**config.mk**
```make
export PLATFORM = sky130hd
export DESIGN_NAME = waveform_pwm_output
export DESIGN_NICKNAME = d
export VERILOG_FILES = /design/src/rtl/waveform_pwm_output.sv
export SDC_FILE = /design/constraint.sdc
export NUM_CORES = 1
export LEC_CHECK = 0
export CORE_AREA = 3 3 62 64
export CTS_BUF_LIST = sky130_fd_sc_hd__clkbuf_16
export CTS_CLUSTER_DIAMETER = 30
export DETAILED_ROUTE_END_ITERATION = 8
export DIE_AREA = 0 0 65 67
export PLACE_DENSITY = 0.77
export SLEW_MARGIN = 20
export SYNTH_ARGS = -nofsm -noshare
export SYNTH_HDL_FRONTEND = slang
export SYNTH_SLANG_ARGS = --single-unit
export TNS_END_PERCENT = 100
```
**constraint.sdc**
```tcl
create_clock -name clk_i -period 2.2 [get_ports clk_i]
set_clock_uncertainty 0.05 [all_clocks]
set_input_delay 0.44 -clock clk_i [delete_from_list [all_inputs] [get_ports clk_i]]
set_output_delay 0.44 -clock clk_i [all_outputs]
set_load 0.005 [all_outputs]
```
**src/rtl/waveform_pwm_output.sv**
```systemverilog
// -----------------------------------------------------------------------------
// waveform_pwm_output
//
// Output stage that follows the triangle/sawtooth/square generator. It picks one
// source with select_i and captures that source's samples on their valid
// strobes. Each sample is turned into an offset-binary duty value. The duty is
// driven out as a single-bit PWM stream with a frame of F = 2^(N_FRAC+1)
// cycles. Every frame boundary issues next_data_strobe_o, and that strobe sets
// the generator's sample rate.
//
// Ports
//   clk_i                            clock
//   rst_i                            asynchronous active-low reset
//   enable_i                         run request (a drop takes effect at frame end)
//   select_i[1:0]                    00 sawtooth, 01 triangle, 10 square, 11 off
//   data_*_i[N_FRAC:0]               signed samples from the generator
//   data_*_valid_strobe_i            one-cycle strobes for each sample
//   next_data_strobe_o               one-cycle request, first cycle of each frame
//   pwm_o                            PWM stream for the external RC DAC
//   duty_o[N_FRAC:0]                 unsigned duty of the current frame
//   underrun_o                       one-cycle pulse when a frame starts without
//                                    a fresh sample
// -----------------------------------------------------------------------------
module waveform_pwm_output #(
    parameter int N_FRAC = 7
) (
    input  logic              clk_i,
    input  logic              rst_i,
    input  logic              enable_i,
    input  logic [1:0]        select_i,
    input  logic [N_FRAC:0]   data_sawtooth_i,
    input  logic [N_FRAC:0]   data_triangle_i,
    input  logic [N_FRAC:0]   data_square_puls_i,
    input  logic              data_sawtooth_valid_strobe_i,
    input  logic              data_triangle_valid_strobe_i,
    input  logic              data_square_puls_valid_strobe_i,
    output logic              next_data_strobe_o,
    output logic              pwm_o,
    output logic [N_FRAC:0]   duty_o,
    output logic              underrun_o
);

    localparam int W = N_FRAC + 1;
    localparam logic [W-1:0] MID_SCALE = {1'b1, {N_FRAC{1'b0}}};
    localparam logic [W-1:0] CNT_LAST  = {W{1'b1}};
    localparam logic [W-1:0] CNT_ONE   = {{(W-1){1'b0}}, 1'b1};
    localparam logic [W-1:0] CNT_ZERO  = {W{1'b0}};

    typedef enum logic [0:0] {
        IDLE = 1'b0,
        RUN  = 1'b1
    } state_t;

    state_t          state_r;
    logic [W-1:0]    cnt_r;
    logic [W-1:0]    pending_r;
    logic            pending_valid_r;
    logic [1:0]      sel_q_r;

    logic            cap_hit_s;
    logic [W-1:0]    cap_data_s;
    logic            boundary_s;
    logic            off_s;

    // Route the strobe/data pair of the selected source; off mode captures nothing.
    always_comb begin
        cap_hit_s  = 1'b0;
        cap_data_s = {W{1'b0}};
        case (select_i)
            2'b00: begin
                cap_hit_s  = data_sawtooth_valid_strobe_i;
                cap_data_s = data_sawtooth_i;
            end
            2'b01: begin
                cap_hit_s  = data_triangle_valid_strobe_i;
                cap_data_s = data_triangle_i;
            end
            2'b10: begin
                cap_hit_s  = data_square_puls_valid_strobe_i;
                cap_data_s = data_square_puls_i;
            end
            default: begin
                cap_hit_s  = 1'b0;
                cap_data_s = {W{1'b0}};
            end
        endcase
    end

    // A frame starts on IDLE->RUN entry or on wrap of the last count while enabled.
    always_comb begin
        off_s = (select_i == 2'b11);
        if (enable_i && ((state_r == IDLE) || (cnt_r == CNT_LAST))) begin
            boundary_s = 1'b1;
        end else begin
            boundary_s = 1'b0;
        end
    end

    // Frame FSM, capture/boundary bookkeeping and the registered outputs.
    always_ff @(posedge clk_i or negedge rst_i) begin
        if (!rst_i) begin
            state_r            <= IDLE;
            cnt_r              <= CNT_ZERO;
            duty_o             <= MID_SCALE;
            pending_r          <= MID_SCALE;
            pending_valid_r    <= 1'b0;
            sel_q_r            <= 2'b00;
            pwm_o              <= 1'b0;
            next_data_strobe_o <= 1'b0;
            underrun_o         <= 1'b0;
        end else begin
            sel_q_r            <= select_i;
            // PWM uses pre-edge count and duty, so it lags cnt by one cycle.
            pwm_o              <= (state_r == RUN) && (cnt_r < duty_o);
            next_data_strobe_o <= boundary_s;
            underrun_o         <= 1'b0;

            case (state_r)
                IDLE: begin
                    cnt_r <= CNT_ZERO;
                    if (enable_i) begin
                        state_r <= RUN;
                    end else begin
                        state_r <= IDLE;
                    end
                end
                RUN: begin
                    if (cnt_r == CNT_LAST) begin
                        cnt_r <= CNT_ZERO;
                        if (enable_i) begin
                            state_r <= RUN;
                        end else begin
                            state_r <= IDLE;
                        end
                    end else begin
                        cnt_r   <= cnt_r + CNT_ONE;
                        state_r <= RUN;
                    end
                end
                default: begin
                    state_r <= IDLE;
                    cnt_r   <= CNT_ZERO;
                end
            endcase

            // The boundary consumes the pre-edge pending sample. A capture in
            // the same cycle is applied below and lands in the next frame.
            if (boundary_s) begin
                pending_valid_r <= 1'b0;
                if (off_s) begin
                    duty_o <= MID_SCALE;
                end else if (pending_valid_r) begin
                    duty_o <= pending_r;
                end else begin
                    duty_o     <= duty_o;
                    underrun_o <= (state_r == RUN);
                end
            end else begin
                duty_o <= duty_o;
            end

            // A source switch drops any sample taken from the old source.
            if (select_i != sel_q_r) begin
                pending_valid_r <= 1'b0;
            end else begin
                sel_q_r <= select_i;
            end

            // Offset binary: invert the sign bit. The last strobe in a frame wins.
            if (cap_hit_s) begin
                pending_r       <= {~cap_data_s[W-1], cap_data_s[W-2:0]};
                pending_valid_r <= 1'b1;
            end else begin
                pending_r <= pending_r;
            end
        end
    end

endmodule

```
Word-level counts from Yosys, hierarchy flattened
Index checks and enable logic that the tools add are counted.
W data, S select, Z words.
{"block": "totals", "reg_bits": 31, "inputBits": 32, "wordCells": 41}
{"block": "op_classes", "add_sub_neg": 1, "magnitude_cmp": 1, "n_eq_ne": 5, "n_mux": 16, "n_bitwise": 2, "n_reduce_logical": 7}
{"cell": "$mux W8", "n": 3}
{"cell": "$pmux W8 S3", "n": 1}
{"cell": "$pmux W8 S2", "n": 1}
{"cell": "$mux W1", "n": 9}
{"cell": "$add A8 B1 Y8 const B", "n": 1}
{"cell": "$eq A8 B8 Y1 const B", "n": 1}
{"cell": "$lt A8 B8 Y1", "n": 1}
{"cell": "$eq A2 B2 Y1 const B", "n": 2}
{"cell": "$pmux W1 S3", "n": 1}
{"cell": "$reduce_bool A3 Y1", "n": 1}
{"cell": "$eq A2 B1 Y1 const B", "n": 1}
{"cell": "$logic_and A1 B1 Y1", "n": 2}
{"cell": "$logic_not A2 Y1", "n": 1}
{"cell": "$ne A2 B2 Y1", "n": 1}
{"cell": "$not A1 Y1", "n": 2}
{"cell": "$pmux W1 S2", "n": 1}
{"cell": "$reduce_and A2 Y1", "n": 1}
{"cell": "$reduce_bool A2 Y1", "n": 1}
{"cell": "$logic_or A1 B1 Y1", "n": 1}

Longest topological paths before layout
{"block": "depth", "word_depth": 7, "depth_mapped": 6}

Worst setup path after synthesis
No wires, ideal clock.
{"block": "synth_timing", "path_type": "reg2reg", "from": "register cnt_r[0]", "to": "register duty_o[0]", "t_arrival_ps": 1515, "required_ps": 2029, "path_slack_ps": 514, "path_stages_with_launch": 7, "path_buffers": 1, "period_less_slack_ps": 1686, "path_cell_list": "dfrtp_1 ha_1 nand4_2 o32ai_4 nand2b_1 buf_2 a22o_1"}
{"block": "synth_between", "elab_chain_cells": 5}
{"item": "start: declaration", "line_no": "55", "rtl": "logic [W-1:0] cnt_r;"}
{"item": "start signal: assignment", "line_no": "136", "rtl": "cnt_r <= cnt_r + CNT_ONE;"}
{"item": "$eq A8 B8 Y1", "line_no": "92", "rtl": "if (enable_i && ((state_r == IDLE) || (cnt_r == CNT_LAST))) begin"}
{"item": "$logic_or A1 B1 Y1", "line_no": "92"}
{"item": "$logic_and A1 B1 Y1", "line_no": "92"}
{"item": "$mux W1", "line_no": "92"}
{"item": "named net boundary_s", "line_no": "62", "rtl": "logic boundary_s;"}
{"item": "$reduce_and A2 Y1 (no source line)"}
{"item": "end signal: assignment", "line_no": "153", "rtl": "duty_o <= pending_r;"}
{"item": "end signal: assignment", "line_no": "155", "rtl": "duty_o <= duty_o;"}
{"item": "end signal: assignment", "line_no": "159", "rtl": "duty_o <= duty_o;"}
{"item": "end: declaration", "line_no": "39", "rtl": "output logic [N_FRAC:0] duty_o,"}
The timed path passes the listed nets, and every way through them passes these cells.
A chain may end at the register's enable or synchronous reset.

Worst setup path after layout
{"block": "layout_timing", "from": "register cnt_r[0]", "to": "register duty_o[4]"}
Same word-level chain as after synthesis.

==> run summary <==
The distinct cell type count after synthesis is 34. The run finished with clean final reports. The number of nets with antenna violations after routing is 0.

The global route total overflow came out at 0. The number of search-and-repair iterations in the first detailed-routing pass came out at 4. The placer congestion estimate came out at 0.742. The insertion delay to the later sink of the worst-skew pair came out at 0.27 ns.

The biggest area contributor in the post-synthesis netlist is dfrtp_1. The number of buffers inserted by port buffering came out at 42. For the finished layout, the period the worst path requires is 1.92 ns. The number of I/O pins came out at 43.

The compound-cell area share of the yosys netlist came to 0.140. The floorplan step set the die width to 65 microns. The tree is rooted in a clkbuf_16. In the final routed layout, each cell accounts on average for 14.2 microns. No sink is reached through more buffers than the 2 on the longest clock path. The areal power density over the cells is 637 nW/um^2. The leakage power of the design came out at 0.987 nW. The worst-case setup slack after placement is 0.0672 ns. The post-synthesis average cell area came out at 11.0 sq um. The Yosys step of the flow raised 0 warnings. After layout, the worst setup slack is 0.279 ns. The final route contains 1,233 vias. CTS saw 31 sinks. Setup violations remaining at the end of the flow were counted as 0. The via-per-instance ratio came out at 5.12. The number of max-capacitance violations reported came out at 0. Setup repair after global routing left no endpoint under its margin. The area enclosed by the die boundary is 4360 sq um. The half-perimeter wire length after detailed placement came out at 2610 microns. The register bit count reported by yosys came out at 31.

The worst-case register-to-register setup slack is 0.28 ns. The actual slew at the worst max-slew pin is 0.594 ns. Entering global routing, the biggest net connects 32 pins. The summed instance area of the synthesized netlist is 1590 sq um. The number of clock buffers inserted by TritonCTS is 5.

The capturing element type of the critical path is a register. The category of the worst setup path launch point is a register. Static timing analysis puts the maximum clock frequency at 521 MHz. The first-pass GRT wire length came out at 5810 microns. In the post-synthesis netlist, the biggest area contributors are dfrtp_1 (46%), ha_1 (6.3%), mux2i_1 (6.3%).

The xor/xnor cell area share of the yosys netlist came out at 0.0386. The mux cell area share after synthesis is 0.113. The peak ir drop on the vdd network is 0.273 mV. The post-layout utilization of the core came out at 0.665. The layout overhead on the synthesized area came out at 39.8%. The largest fanout on the critical path is 8.

The number of gates resized after CTS is 0. The via count of the first global-routing pass came to 1,337. The critical path required time came out at 2.31 ns. For this run, design rule violations remaining after detail routing come to 0. After clock tree synthesis, the clock-pin slew on the worst setup and hold paths is 0.05 ns. In this run the tightest slew margin relative to its limit is 0.600. The final number of hold-violating endpoints is 0. The CTS H-tree depth came out at 2. Of the total synthesized cell area, the portion taken by full adders, half adders and majority gates is 0.0631. The critical path is of the reg -> reg type. In the global route stage, overall resource usage came out at 0.179. Of the synthesized area, sequential elements account for 0.491. For this configuration, the core starts out at a cell density of 0.475. The number of max-slew violations in the final report is 0.

The routed wire length came out at 3430 microns. The ratio of final minimum period to clock period came out at 0.873. The die height is 67 microns. The violation count after the first detailed-routing iteration is 57. The library cell used most frequently in the layout, excluding fill and tap cells, is clkdlybuf4s50_1. The number of antenna violations at the first check in global routing is 0. The number of rows in the core area came out at 21.

The quantity of hold-fixing buffers added after cts came out at 0. The post-CTS repair timing setup buffer count is 0. TritonCTS built the clock tree. The path category of the worst min-delay check is reg -> reg.

In the final layout, the share of cells above drive strength 1 is 0.123. The simple-gate share of the synthesized area is 0.110. The instance count of the mapped netlist came out at 144. The arrival time of data at the critical path endpoint came out at 2.03 ns. 0 antenna diodes ended up in the layout. The total negative setup slack is 0 ns. The number of nets in the layout came out at 234. Leaving out fill and tap cells, the most frequent cells in the layout are clkdlybuf4s50_1 (42), dfrtp_1 (29), nand2_1 (15). The number of nets in the synthesized netlist came out at 184. In this run the standard cell core region covers 3340 sq um. The dominant combinational cell family by area after synthesis is compound AO/OA/AOI/OAI gates. The top cell type's share of synthesized area came out at 0.457. The worst hold-check slack came out at 0.444 ns.
-- cell families (layout without fill, tap and decap cells) --
logic type,Yosys count,count (layout)
AND/OR/NAND/NOR,36,36
buffers and inverters,16,67
flip-flops,31,31
multiplexers,17,17
XOR/XNOR,7,7
adder cells (fa/ha/maj),8,8
AO/OA/AOI/OAI,29,29
-- power breakdown --
part,total [mW],switching [mW],leakage (nW),internal [mW]
combinational,0.152,0.0565,0.538,0.0960
sequential,0.623,0.0166,0.384,0.606
clock,0.637,0.228,0.0649,0.409
-- path summary, 6_finish.rpt --
| path | from | to | cells past startpoint |
|---|---|---|---|
| worst max-delay path | cnt_r[0] | duty_o[4] | 5 |
| worst min-delay path | pending_r[7] | pending_r[7] | 2 |
| worst max register to register | cnt_r[0] | duty_o[4] | 5 |
| worst min register to register | pending_r[7] | pending_r[7] | 2 |
| max in group asynchronous | rst_i | pending_r[7] | 2 |
| min in group asynchronous | rst_i | pwm_o | 2 |
-- critical path: stages (launching register included) --
cell and delay [ns]:
dfrtp_1 0.41, ha_1 0.25, nand4_2 0.19, o32ai_4 0.37
nand2b_1 0.24, a22o_1 0.29
-- synthesized netlist by cell type --
cell type	n
nor2b_1	1
dfstp_2	2
nor3_1	1
mux2i_1	10
xor2_1	3
nand2_1	15
nor2_1	5
o211ai_1	1
a22oi_1	1
mux2_2	7
o21ai_2	1
buf_6	1
a2111oi_0	1
o2111ai_1	1
o2111a_1	1
nand3_1	5
nand4_2	1
clkbuf_1	2
o32ai_4	1
ha_1	8
buf_2	1
xnor2_1	4
inv_1	11
and3_1	2
a21oi_1	3
dfrtp_1	29
o21ai_0	10
or3_1	1
a21o_1	1
nand2b_1	1
buf_4	1
a22o_1	7
and2_1	4
o21bai_1	1
-- metrics by stage --
stage	instance area [sq um]	cells	total power [mW]
2_1_floorplan	1590	144	0.695
3_3_place_gp	2080	233	0.776
3_5_place_dp	2080	233	0.784
4_1_cts	2220	241	1.43
5_1_grt	2220	241	1.47
6_report	2220	241	1.41
-- sequential cells by signal (all words and copies together) (netlist names) --
signal,flops
cnt_r,8
duty_o,8
next_data_strobe_o,1
pending_r,8
pending_valid_r,1
pwm_o,1
sel_q_r,2
state_r,1
underrun_o,1
-- metal layers --
metal / routed length [microns] / vias up / global-route usage
met1: 1260 / 582 / 0.172
met4: 77 / 0 / 0.0897
met2: 1850 / 41 / 0.333
li1: - / 601 / -
met5: 0 / - / 0
met3: 242 / 9 / 0.0658
-- area by class of cell --
class                   count  area, sq um
multi-input cells          97          736
clock buffers               5          125
flip-flops and latches     31          778
fillers                   295         1120
inverters                  11         41.3
clock inverters             3         15.0
repair buffers             48          465
well taps                  46         57.6
Note: power is estimated with default switching activity, not from simulation.
==> variant, RTL diff (config.mk and constraints unchanged) <==
Register the output `underrun_o` once more, cleared by the reset; this adds one clock of latency there. The other outputs are not delayed to match. Comments in the files are not updated.
--- a/src/rtl/waveform_pwm_output.sv
+++ b/src/rtl/waveform_pwm_output.sv
@@ -50,6 +50,8 @@
         IDLE = 1'b0,
         RUN  = 1'b1
     } state_t;
+
+    logic underrun_s0;
 
     state_t          state_r;
     logic [W-1:0]    cnt_r;
@@ -107,13 +109,13 @@
             sel_q_r            <= 2'b00;
             pwm_o              <= 1'b0;
             next_data_strobe_o <= 1'b0;
-            underrun_o         <= 1'b0;
+            underrun_s0        <= 1'b0;
         end else begin
             sel_q_r            <= select_i;
             // PWM uses pre-edge count and duty, so it lags cnt by one cycle.
             pwm_o              <= (state_r == RUN) && (cnt_r < duty_o);
             next_data_strobe_o <= boundary_s;
-            underrun_o         <= 1'b0;
+            underrun_s0        <= 1'b0;
 
             case (state_r)
                 IDLE: begin
@@ -153,7 +155,7 @@
                     duty_o <= pending_r;
                 end else begin
                     duty_o     <= duty_o;
-                    underrun_o <= (state_r == RUN);
+                    underrun_s0 <= (state_r == RUN);
                 end
             end else begin
                 duty_o <= duty_o;
@@ -176,5 +178,13 @@
         end
     end
 
+    always_ff @(posedge clk_i or negedge rst_i) begin
+        if (!rst_i) begin
+            underrun_o <= '0;
+        end else begin
+            underrun_o <= underrun_s0;
+        end
+    end
+
 endmodule
 
Function: same outputs for any inputs over 10 cycles, from zero or initial values and one cycle with rst_i low; that may be too few to reach the edited logic, so the function may still have changed.
==> variant against the unedited design <==
  * Worst setup slack got worse by 0.043 ns
  * Power increased by 0.91%
  * Routed wire length up 2.3%
  * Sequential cell count up 1
  * Critical path depth stayed put
  * Final area rose by 0.68%
  * Combinational power about the same
  * Synthesized area rose by 1.6%
  * Highest routed layer unchanged
==> variant: results (changes against the unedited design) <==
- Status: finished, final reports clean
- Area post-placement: 2096 um^2 (+0.84%)
- Routed wire length: 3508 um (+2.3%)
- Post-CTS sizing: 0 (unchanged)
- Most common cell in the netlist: dfrtp_1
- Clock Latency Late Sink: 0.27 ns (about the same)
- CTS root buffer: clkbuf_16
- N_diodes: 0 (unchanged)
- First-pass GRT wire length: 6203 um (+6.8%)
- P_int: 0.001126 W (+1.4%)
- VDD IR max: 0.3718 mV (+36%)
- Clk slew on worst S/H paths: 0.05 ns (about the same)
- Leakage power: 1.008 nW (+2.1%)
- Top Registers: cnt_r x8, duty_o x8, pending_r x8
- CP arrival: 2.07 ns (+0.04 ns)
- CTS Buf Count: 5 (unchanged)
- Post-DR vias/cell: 5.104 (-0.24%)
- Register area share after synthesis: 49.84% (+0.79 points)
- Post-synth top cells: 30 x dfrtp_1, 15 x nand2_1, 11 x inv_1
- Dpl cells: 233 (unchanged)
- Worst-path maximum fanout: 8 (unchanged)
- Layout cell share with drive strength beyond 1: 11.79% (-0.51 points)
- Gpl congestion: 0.7406 (-0.24%)
- Largest net degree at the start of global routing: 33 (+3.1%)
- Type of the worst min-delay path: reg -> reg
- Mapped Nets: 185 (+0.54%)
- Netlist cell types: 34 (unchanged)
- Area contributors post-synth: dfrtp_1 47%, ha_1 6.2%, mux2i_1 6.2%, mux2_2 4.9%, a22o_1 3.8%
- Initial DRC count: 49 (-14%)
- Non-Filler Instances: 241 (unchanged)
- CTS Buffer Depth: 2 (unchanged)
- DP HPWL: 2770 um (+6.0%)
- Post-synth ARST share: 100.0% (unchanged)
- CTS H-Tree Depth: 2 (unchanged)
- Vias in the first global route: 1,318 (-1.4%)
- Port Buf Inserts: 42 (unchanged)
- Post-CTS setup buffers: 0 (unchanged)
- Gr usage total: 19.49% (+1.6 points)
- Initial antenna violation count: 0 (unchanged)
- Ys Warns: 0 (unchanged)
- Rel. slew slack: 56.21% (-3.7 points)
- Synth Area per Inst: 11.11 um^2 (+0.88%)
- DRT Pass-1 Iters: 4 (unchanged)
[variant: changes by cell type in the layout (fill, tap and decap cells not counted)]
cell | before | now
clkinv_1 | 2 | 0
clkinvlp_4 | 1 | 0
inv_1 | 11 | 13
dfrtp_1 | 29 | 30
clkinv_2 | 0 | 1
buf_4 | 6 | 5
[variant: layout make-up]
| class | instances | area, um^2 |
|---|---|---|
| clock buffer | 5 | 125.1 |
| fill | 285 | 1104 |
| clock inverter | 3 | 12.51 |
| tap | 46 | 57.56 |
| multi-input combinational | 97 | 735.7 |
| timing repair buffer | 47 | 457.9 |
| sequential | 32 | 803.3 |
| inverter | 11 | 41.29 |
[variant: power groups by stage]
stage               Sequential (W)  Clock, W  Combinational, W
CTS                       0.000642  0.000654          0.000154
finish                    0.000642  0.000631          0.000152
global route              0.000644  0.000679          0.000169
global placement          0.000649         0          0.000146
detailed placement        0.000651         0          0.000153
floorplan                 0.000645         0         0.0000686
[variant: final timing paths]
path	from	end	slack [ns]	depth (start not counted)
worst max-delay path	cnt_r[0]	duty_o[6]	0.24	5
worst min-delay path	underrun_s0	underrun_o	0.30	0
worst max register to register	cnt_r[0]	duty_o[6]	0.24	5
worst min register to register	underrun_s0	underrun_o	0.30	0
max in group asynchronous	rst_i	pending_r[7]	1.26	2
min in group asynchronous	rst_i	next_data_strobe_o	0.51	2
[variant: worst max-delay path: stages (launching register included)]
cell      delay (ns)
dfrtp_1         0.42
ha_1            0.25
nand4_2         0.18
o32ai_4         0.40
nand2b_1        0.25
a22o_1          0.30
[variant: cell families after synthesis]
| logic type | share of synthesized area, % |
|---|---|
| fa+ha+maj | 6.211 |
| flops | 49.84 |
| xor+xnor | 3.804 |
| simple gates | 10.79 |
| compound gates | 13.74 |
| buf+inv | 4.503 |
| mux | 11.10 |
[variant: layer usage]
| metal | global-route usage (%) | routed length, um | vias to the layer above | share of wire [%] |
|---|---|---|---|---|
| met4 | 7.916 | 70 | 0 | 2.0 |
| met3 | 7.589 | 243 | 6 | 6.9 |
| met2 | 34.36 | 1802 | 39 | 51 |
| li1 | - | - | 604 | - |
| met1 | 20.77 | 1391 | 581 | 40 |
| met5 | 0 | 0 | - | 0 |
[variant: through the flow]
| step | power [W] | worst slack [ns] |
|---|---|---|
| after floorplan | 0.0007136 | 0.5145 |
| after global placement | 0.0007955 | 0.1945 |
| after detailed placement | 0.0008043 | 0.1330 |
| after CTS | 0.001450 | 0.2311 |
| after global routing | 0.001492 | 0.06119 |
| final | 0.001425 | 0.2355 |
